**config.mk**
```make
export PLATFORM = sky130hd
export DESIGN_NAME = traffic_seq_flat
export DESIGN_NICKNAME = d
export VERILOG_FILES = /design/src/rtl/traffic_seq_pkg.sv /design/src/rtl/traffic_seq_if.sv /design/src/rtl/traffic_seq_tick_gen.sv /design/src/rtl/traffic_seq.sv /design/src/flat_wrapper.sv
export SDC_FILE = /design/constraint.sdc
export NUM_CORES = 1
export LEC_CHECK = 0
export CAP_MARGIN = 20
export CORE_AREA = 4 4 62 64
export DETAILED_ROUTE_END_ITERATION = 7
export DIE_AREA = 0 0 66 68
export GPL_TIMING_DRIVEN = 1
export PLACE_DENSITY = 0.87
export SLEW_MARGIN = 20
export SYNTH_ARGS = -nofsm -noshare
export SYNTH_HDL_FRONTEND = slang
export SYNTH_SLANG_ARGS = --single-unit
```
**constraint.sdc**
```tcl
create_clock -name clk -period 3.1 [get_ports clk]
set_clock_uncertainty 0.2 [all_clocks]
set_input_delay 0.465 -clock clk [delete_from_list [all_inputs] [get_ports clk]]
set_output_delay 0.465 -clock clk [all_outputs]
set_load 0.1 [all_outputs]
```
**src/rtl/traffic_seq_pkg.sv**
```systemverilog
// Shared types for the traffic-light sequencer: light state encoding and
// dwell counter width, plus the lamp decode used by the top level.
package traffic_pkg;

  typedef enum logic [1:0] {
    OFF    = 2'b00,
    GREEN  = 2'b01,
    YELLOW = 2'b10,
    RED    = 2'b11
  } light_state_e;

  localparam int DWELL_W = 8;

  // Lamp drives as {g, y, r}; OFF leaves every lamp dark.
  function automatic logic [2:0] lamps_of(input light_state_e st);
    logic [2:0] lamps;
    lamps = 3'b000;
    case (st)
      GREEN:   lamps = 3'b100;
      YELLOW:  lamps = 3'b010;
      RED:     lamps = 3'b001;
      default: lamps = 3'b000;
    endcase
    return lamps;
  endfunction

endpackage

```
**src/rtl/traffic_seq_if.sv**
```systemverilog
// Lamp/alert bundle between the sequencer (slave side) and its environment.
interface traffic_seq_if;
  import traffic_pkg::*;

  logic         alert;
  light_state_e state;
  logic         lamp_g;
  logic         lamp_y;
  logic         lamp_r;
  logic         tick;

  modport master (output alert, input state, lamp_g, lamp_y, lamp_r, tick);
  modport slave  (input alert, output state, lamp_g, lamp_y, lamp_r, tick);

endinterface

```
**src/rtl/traffic_seq_tick_gen.sv**
```systemverilog
// Free-running dwell prescaler: tick is high while the count sits at its
// last value, so TICK_DIV=1 yields a constant tick.
module tick_gen #(
  parameter int TICK_DIV = 50_000_000
) (
  input  logic clk,
  input  logic reset,
  output logic tick
);

  localparam int              CNT_W    = (TICK_DIV > 1) ? $clog2(TICK_DIV) : 1;
  localparam logic [CNT_W-1:0] CNT_LAST = CNT_W'(TICK_DIV - 1);

  logic [CNT_W-1:0] r_cnt;

  always_ff @(posedge clk or posedge reset) begin
    if (reset) begin
      r_cnt <= '0;
    end else if (r_cnt == CNT_LAST) begin
      r_cnt <= '0;
    end else begin
      r_cnt <= r_cnt + CNT_W'(1);
    end
  end

  assign tick = (r_cnt == CNT_LAST);

endmodule

```
**src/rtl/traffic_seq.sv**
```systemverilog
// Traffic-light sequencer: alert synchronizer, dwell timing, next-state
// rules (normal cycle or blinking yellow) and lamp decode.
module traffic_seq
  import traffic_pkg::*;
#(
  parameter int TICK_DIV = 50_000_000,
  parameter int T_GREEN  = 5,
  parameter int T_YELLOW = 2,
  parameter int T_RED    = 5,
  parameter int T_BLINK  = 1
) (
  input  logic          clk,
  input  logic          reset,
  traffic_seq_if.slave  bus
);

  localparam logic [DWELL_W-1:0] LIM_G = DWELL_W'(T_GREEN - 1);
  localparam logic [DWELL_W-1:0] LIM_Y = DWELL_W'(T_YELLOW - 1);
  localparam logic [DWELL_W-1:0] LIM_R = DWELL_W'(T_RED - 1);
  localparam logic [DWELL_W-1:0] LIM_B = DWELL_W'(T_BLINK - 1);

  logic               w_tick;
  logic               r_sync1;
  logic               r_sync2;
  logic               w_alert_s;
  light_state_e       r_state;
  light_state_e       w_state_next;
  logic [DWELL_W-1:0] r_dwell;
  logic [DWELL_W-1:0] w_dwell_next;
  logic [DWELL_W-1:0] w_limit_m1;
  logic               w_expired;
  logic [2:0]         w_lamps;

  tick_gen #(.TICK_DIV(TICK_DIV)) u_tick_gen (
    .clk   (clk),
    .reset (reset),
    .tick  (w_tick)
  );

  always_ff @(posedge clk or posedge reset) begin
    if (reset) begin
      r_sync1 <= 1'b0;
      r_sync2 <= 1'b0;
    end else begin
      r_sync1 <= bus.alert;
      r_sync2 <= r_sync1;
    end
  end

  assign w_alert_s = r_sync2;

  always_ff @(posedge clk or posedge reset) begin
    if (reset) begin
      r_state <= GREEN;
      r_dwell <= '0;
    end else begin
      r_state <= w_state_next;
      r_dwell <= w_dwell_next;
    end
  end

  // Yellow shortens to the blink period whenever alert is active.
  always_comb begin
    w_limit_m1 = LIM_B;
    case (r_state)
      GREEN:   w_limit_m1 = LIM_G;
      RED:     w_limit_m1 = LIM_R;
      YELLOW:  w_limit_m1 = w_alert_s ? LIM_B : LIM_Y;
      default: w_limit_m1 = LIM_B;
    endcase
  end

  assign w_expired = w_tick && (r_dwell == w_limit_m1);

  always_comb begin
    w_state_next = r_state;
    w_dwell_next = r_dwell;
    w_lamps      = lamps_of(r_state);
    if (w_tick) begin
      case (r_state)
        GREEN: begin
          if (w_alert_s || w_expired) w_state_next = YELLOW;
        end
        RED: begin
          if (w_alert_s)      w_state_next = YELLOW;
          else if (w_expired) w_state_next = GREEN;
        end
        YELLOW: begin
          if (w_expired) w_state_next = w_alert_s ? OFF : RED;
        end
        default: begin
          // OFF only blinks back while alert holds; otherwise it locks.
          if (w_alert_s && w_expired) w_state_next = YELLOW;
        end
      endcase
    end
    if (w_state_next != r_state) begin
      w_dwell_next = '0;
    end else if (w_tick) begin
      w_dwell_next = r_dwell + DWELL_W'(1);
    end
  end

  assign bus.state  = r_state;
  assign bus.lamp_g = w_lamps[2];
  assign bus.lamp_y = w_lamps[1];
  assign bus.lamp_r = w_lamps[0];
  assign bus.tick   = w_tick;

endmodule

```
**src/flat_wrapper.sv**
```systemverilog
// flat-port wrapper written by rule: the top's interface ports become plain ports
module traffic_seq_flat import traffic_pkg::*;
#(
  parameter int TICK_DIV = 50_000_000,
  parameter int T_GREEN  = 5,
  parameter int T_YELLOW = 2,
  parameter int T_RED    = 5,
  parameter int T_BLINK  = 1
)
  (clk, reset, bus_alert, bus_state, bus_lamp_g, bus_lamp_y, bus_lamp_r, bus_tick);
  traffic_seq_if bus_i ();
  input  logic clk;
  input  logic reset;
  input wire logic [$bits(bus_i.alert)-1:0] bus_alert;
  output wire logic [$bits(bus_i.state)-1:0] bus_state;
  output wire logic [$bits(bus_i.lamp_g)-1:0] bus_lamp_g;
  output wire logic [$bits(bus_i.lamp_y)-1:0] bus_lamp_y;
  output wire logic [$bits(bus_i.lamp_r)-1:0] bus_lamp_r;
  output wire logic [$bits(bus_i.tick)-1:0] bus_tick;
  assign bus_i.alert = bus_alert;
  assign bus_state = bus_i.state;
  assign bus_lamp_g = bus_i.lamp_g;
  assign bus_lamp_y = bus_i.lamp_y;
  assign bus_lamp_r = bus_i.lamp_r;
  assign bus_tick = bus_i.tick;
  traffic_seq #(.TICK_DIV(TICK_DIV), .T_GREEN(T_GREEN), .T_YELLOW(T_YELLOW), .T_RED(T_RED), .T_BLINK(T_BLINK)) u_core (.clk(clk), .reset(reset), .bus(bus_i));
endmodule
```
==> flow_summary.toml, run 1 <==
[worst_setup_path]
crit_arrival_ps = 1840
timing.rr.start = "u_core.u_tick_gen.r_cnt[0]"
critical_path.max_stage_delay_ps = 440
crit_buf_inv = 1
cp-endpoint = "bus_tick"
startpoint_type = "flip-flop"
r2r_cells = 6
critPathRequiredTime_ps = 2430
crit_start = "u_core.u_tick_gen.r_cnt[8]"
cp.depth = 4
crit_fanout = 5
cp_top_family = "simple AND/OR/NAND/NOR gates"
critPathKind = "flip-flop to primary output"
path_cells = "nor4b_1, nand4_1, nor3_2, buf_4"
ff2ff_setup_slack_ps = 810
critPathSlowestCell = "dfrtp_1"
endpoint_kind = "primary output"
rr_endpoint = "u_core.r_dwell[7]"

[logic_synthesis]
async_reset_ff_share_pct = 100
syn_avg_cell_area_um2 = 9.89
yosys.area.top_type = "dfrtp_1"
ys.flop_type = "dfrtp_1"
synthDistinctLibCells = 45
yosysWarnings = 0
synth_edf_count = 0
syn_nets = 202
synth-seq-cells = 38
synth_area_um2 = 1950
synth.area.top_cells = "dfrtp_1 48%, xor2_1 8.1%, nor2_1 5.2%"
yosysTopAreaCellShare_pct = 47.5
ys_seq_area_share_pct = 48.9
syn-instance-count = 197

[global_route]
gr-usage-all-layers_pct = 18.8
grt_overflow_total = 0
antenna_found_initial = 0
grt_pass1_vias = 1451
grt_pass1_wl_mm = 6.44
grt_max_degree = 39

[cells_and_area]
insertedDiodeCount = 0
layout-drive-gt1-share_pct = 13.6
areaGrowthSynthToFinish_pct = 11.4
stdcell_count = 259
layout_common_cells = "37 x dfrtp_1, 27 x nor2_1, 18 x xor2_1"
regArea_um2 = 952
postLayoutCoreUtil_pct = 66.1
nNetsFinal = 217
fill_cells = 262
final_common_cell = "dfrtp_1"
multi_input_comb_area_um2 = 965
final_cell_area_um2 = 2170

[run]
drv_cap = 0

[floorplanning]
initial_core_util_pct = 59.3
rows = 21
design.die.area_um2 = 4490
io_pins = 9
die_w_um = 66
fp.dieH_um = 68
core_area_um2 = 3280

[sta]
holdWs_ps = 162
hold_violations = 0
relSlewSlack_pct = 54.2
fin_setup_tns_ps = 0
fin_crit_sh_pct = 80.8
max_freq_ghz = 0.399
slew_viol_final = 0
setup_viol = 0
rsz0062_at_grt = "no"
fin_crit_ps = 2500
tightest_slew_ps = 681

[cts]
cts_sinks = 38
numCtsBuffers = 5
cts_buffer_depth = 2
tritoncts = "built"
clock_latency_ps = 340
cts_resized = 0
htreeDepth = 2
clkTransAtPathRegs_ps = 120
root_buffer = "clkbuf_4"
postCtsSetupBuffers = 0
cts_hold_buf = 0

[routing]
wirelength_mm = 3.69
dr_total_vias = 1465
drc = 0
drtAntennaViolNets = 0
wl_per_cell_um = 14.3
drt-initial-drc-count = 112
vias_per_cell = 5.66
first_pass_iters = 4

[power]
leakage_nw = 0.974
powerDensity_nw_per_um2 = 389
vdd_drop_max_mv = 0.211

[placed_design]
place_inst = 251
place_area_um2 = 2090
gp_congestion = 0.871
portBuffers = 8
dpl.hpwl_mm = 2.66

[status]
outcome = "complete, no violations"

[worst_hold_path]
hp-class = "flip-flop to flip-flop"
[layout make-up]
cell class              instances  area share (%)
well taps                      46            2.65
inverters                       6            1.04
multi-input cells             149            44.5
flip-flops and latches         38            43.9
clock buffers                   5            1.73
repair buffers                 12            4.38
clock inverters                 3            1.85
[synth_stat cells, types with 3 or more instances]
master / count
nor3_1: 3
nand4_1: 8
and2_1: 3
nor4b_1: 3
nand3_1: 13
nor2_1: 27
nor4_1: 3
and3_1: 3
or2_2: 3
xnor2_1: 6
inv_1: 6
dfrtp_1: 37
nor2b_1: 3
nand2_1: 17
buf_2: 3
o21ai_0: 5
xor2_1: 18
[metrics by stage]
stage / setup slack [ps] / power (W)
floorplan: 3.18 / 0.000520
global placement: 886 / 0.000527
detailed placement: 814 / 0.000527
CTS: 568 / 0.000854
global route: 438 / 0.000878
finish: 596 / 0.000845
[power breakdown]
part,total (W),leakage (nW),internal [W],switching [W]
combinational,0.0000187,0.421,0.00000631,0.0000124
sequential,0.000498,0.508,0.000497,0.00000115
clock,0.000328,0.0450,0.000167,0.000161
[worst min path at each step]
stage	start	endpoint	slack, ps	cells after the start
floorplan	u_core.r_sync1	u_core.r_sync2	130	0
global placement	u_core.r_sync1	u_core.r_sync2	130	0
detailed placement	u_core.r_sync1	u_core.r_sync2	140	0
CTS	u_core.r_sync1	u_core.r_sync2	160	0
global route	u_core.r_sync1	u_core.r_sync2	170	0
finish	u_core.r_sync1	u_core.r_sync2	160	0
[worst reg2reg max path, stage by stage, from the launching register on]
cell,delay (ps)
dfrtp_1,400
ha_1,250
nand3_1,120
or2_1,250
or4_1,610
nor4b_2,310
a21o_1,110
[registers in the layout, indices dropped and copies added (netlist names)]
register,flops
u_core.r_dwell,8
u_core.bus.state,2
u_core.r_sync2,1
u_core.r_sync1,1
u_core.u_tick_gen.r_cnt,26
[cells by family (layout without fill, tap and decap cells)]
kind of cell | count (synthesis) | after routing | share of synthesized area (%)
compound gates | 20 | 20 | 7.84
xor+xnor | 24 | 24 | 10.8
fa+ha+maj | 3 | 3 | 1.80
buf+inv | 10 | 26 | 2.12
flops | 38 | 38 | 48.9
mux | 1 | 1 | 0.514
simple gates | 101 | 101 | 28.1
[layer usage]
metal  up-vias  GRT usage (%)  part of all wire [%]
li1        727              -                     -
met1       711           24.8                    47
met2        22           30.3                    49
met3         5           3.12                   2.7
met4         0           9.14                   1.7
met5         -              0                     0
(Power assumes the default switching activity.)
==> run 2, diff against run 1 <==
--- a/config.mk
+++ b/config.mk
@@ -6,11 +6,11 @@
 export NUM_CORES = 1
 export LEC_CHECK = 0
 export CAP_MARGIN = 20
-export CORE_AREA = 4 4 62 64
+export CORE_AREA = 4 4 63 65
 export DETAILED_ROUTE_END_ITERATION = 7
-export DIE_AREA = 0 0 66 68
+export DIE_AREA = 0 0 67 69
 export GPL_TIMING_DRIVEN = 1
-export PLACE_DENSITY = 0.87
+export PLACE_DENSITY = 0.85
 export SLEW_MARGIN = 20
 export SYNTH_ARGS = -nofsm -noshare
 export SYNTH_HDL_FRONTEND = slang
==> constraint.sdc (replaced) <==
create_clock -name clk -period 2.35 [get_ports clk]
set_clock_uncertainty 0.2 [all_clocks]
set_input_delay 0.3525 -clock clk [delete_from_list [all_inputs] [get_ports clk]]
set_output_delay 0.3525 -clock clk [all_outputs]
set_load 0.1 [all_outputs]
==> flow_summary.toml, run 2 (synthesized netlist as in run 1, its figures left out) <==
[status]
outcome = "complete, no violations"

[cts]
htreeDepth = 2
cts_sinks = 38
cts_hold_buf = 0
root_buffer = "clkbuf_4"
numCtsBuffers = 5
tritoncts = "built"
cts_buffer_depth = 2
clkTransAtPathRegs_ps = 110
clock_latency_ps = 350

[worst_setup_path]
endpoint_kind = "primary output"
timing.rr.start = "u_core.u_tick_gen.r_cnt[16]"
critPathRequiredTime_ps = 1800
rr_endpoint = "u_core.r_dwell[7]"
critical_path.max_stage_delay_ps = 410
r2r_cells = 5
crit_arrival_ps = 1740
crit_fanout = 4
ff2ff_setup_slack_ps = 130
critPathSlowestCell = "dfrtp_1"
path_cells = "ha_2, buf_4, nand4_1, nor3_4, buf_12"
startpoint_type = "flip-flop"
critPathKind = "flip-flop to primary output"

[sta]
setup_viol = 0
tightest_slew_ps = 464
fin_crit_sh_pct = 97.6
hold_violations = 0
fin_setup_tns_ps = 0
layout_setup_ws_ps = 55.5
rsz0062_at_grt = "yes"
relSlewSlack_pct = 69.1
fin_crit_ps = 2290
slew_viol_final = 0
max_freq_ghz = 0.436

[cells_and_area]
layout_common_cells = "36 x dfrtp_1, 26 x nor2_1, 18 x xor2_1"
areaGrowthSynthToFinish_pct = 19.1
final_common_cell = "dfrtp_1"
largest-register = "u_core.u_tick_gen.r_cnt"
layout-drive-gt1-share_pct = 19.7
nNetsFinal = 222
stdcell_count = 264
insertedDiodeCount = 0
final_cell_area_um2 = 2320
largest_reg_flops = 26

[placed_design]
dpl.hpwl_mm = 2.72
portBuffers = 8
place_worst_setup_slack_ps = 104
gp_congestion = 0.805
place_area_um2 = 2210
place_inst = 255

[floorplanning]
core_area_um2 = 3340
design.die.area_um2 = 4620
io_pins = 9
rows = 21
fp.dieH_um = 69
initial_core_util_pct = 58.4
die_w_um = 67

[power]
vdd_drop_max_mv = 0.280
leakage_nw = 1.03
powerDensity_nw_per_um2 = 448

[global_route]
antenna_found_initial = 0
grt_max_degree = 39
grt_overflow_total = 0
gr-usage-all-layers_pct = 18.9
grt_pass1_vias = 1439
grt_pass1_wl_mm = 6.70

[routing]
first_pass_iters = 4
wirelength_mm = 4.06
wl_per_cell_um = 15.4
dr_total_vias = 1528
drc = 0
vias_per_cell = 5.79
drtAntennaViolNets = 0
drt-initial-drc-count = 99

[run]
drv_cap = 0

[worst_hold_path]
hp-class = "flip-flop to flip-flop"
hold_path_startpoint = "u_core.r_sync1"
min_to = "u_core.r_sync2"
hold_path_depth = 0
==> run 2: stage by stage <==
step | hold slack [ps] | utilization (%) | total power, W
2_1_floorplan | 131 | - | 0.000686
3_3_place_gp | 137 | 66.1 | 0.000694
3_5_place_dp | 147 | 66.1 | 0.000695
4_1_cts | 173 | 68.5 | 0.00105
5_1_grt | 175 | 69.5 | 0.00108
6_report | 170 | 69.5 | 0.00104
==> run 2: where the power goes <==
part	internal, W	switching [W]
clock	0.000144	0.000213
sequential	0.000655	0.00000160
combinational	0.00000929	0.0000169
==> run 2: cell type report <==
type	count	area (um^2)
sequential	38	953
timing repair buffer	17	203
tap	46	57.6
clock inverter	2	12.5
multi-input combinational	149	1020
fill	251	1020
clock buffer	6	51.3
inverter	6	22.5
==> run 2: worst max-delay path by stage <==
stage	from	endpoint	slack [ps]	cells past startpoint
3_3_place_gp	u_core.u_tick_gen.r_cnt[0]	u_core.r_dwell[7]	210	6
3_5_place_dp	u_core.u_tick_gen.r_cnt[8]	u_core.r_dwell[7]	100	5
2_1_floorplan	u_core.bus.state[1]	bus_lamp_y	80	1
4_1_cts	u_core.u_tick_gen.r_cnt[8]	bus_tick	8	4
6_report	u_core.u_tick_gen.r_cnt[0]	bus_tick	60	5
5_1_grt	u_core.u_tick_gen.r_cnt[0]	bus_tick	-70	5
==> run 2: routing by layer <==
layer | share of wire [%] | global-route usage, % | vias up
li1 | - | - | 738
met1 | 44 | 25.6 | 739
met2 | 50 | 28.3 | 40
met3 | 3.5 | 4.38 | 11
met4 | 2.3 | 9.01 | 0
met5 | 0 | 0 | -
==> run 2: repair_timing <==
item / in CTS / in global routing
setup buffers: 1 / 0
gates resized for setup: 1 / 8
pin swaps: 1 / 2
hold endpoints to repair: 0 / 0
endpoints found under the setup margin: 1 / 10
==> run 2: worst max-delay path: cells and delay by family, from the launching register on <==
kind	cells	cell delay, ps
adders and majority gates	1	190
buffers and inverters	2	320
DFF	1	410
and+or+nand+nor	2	490
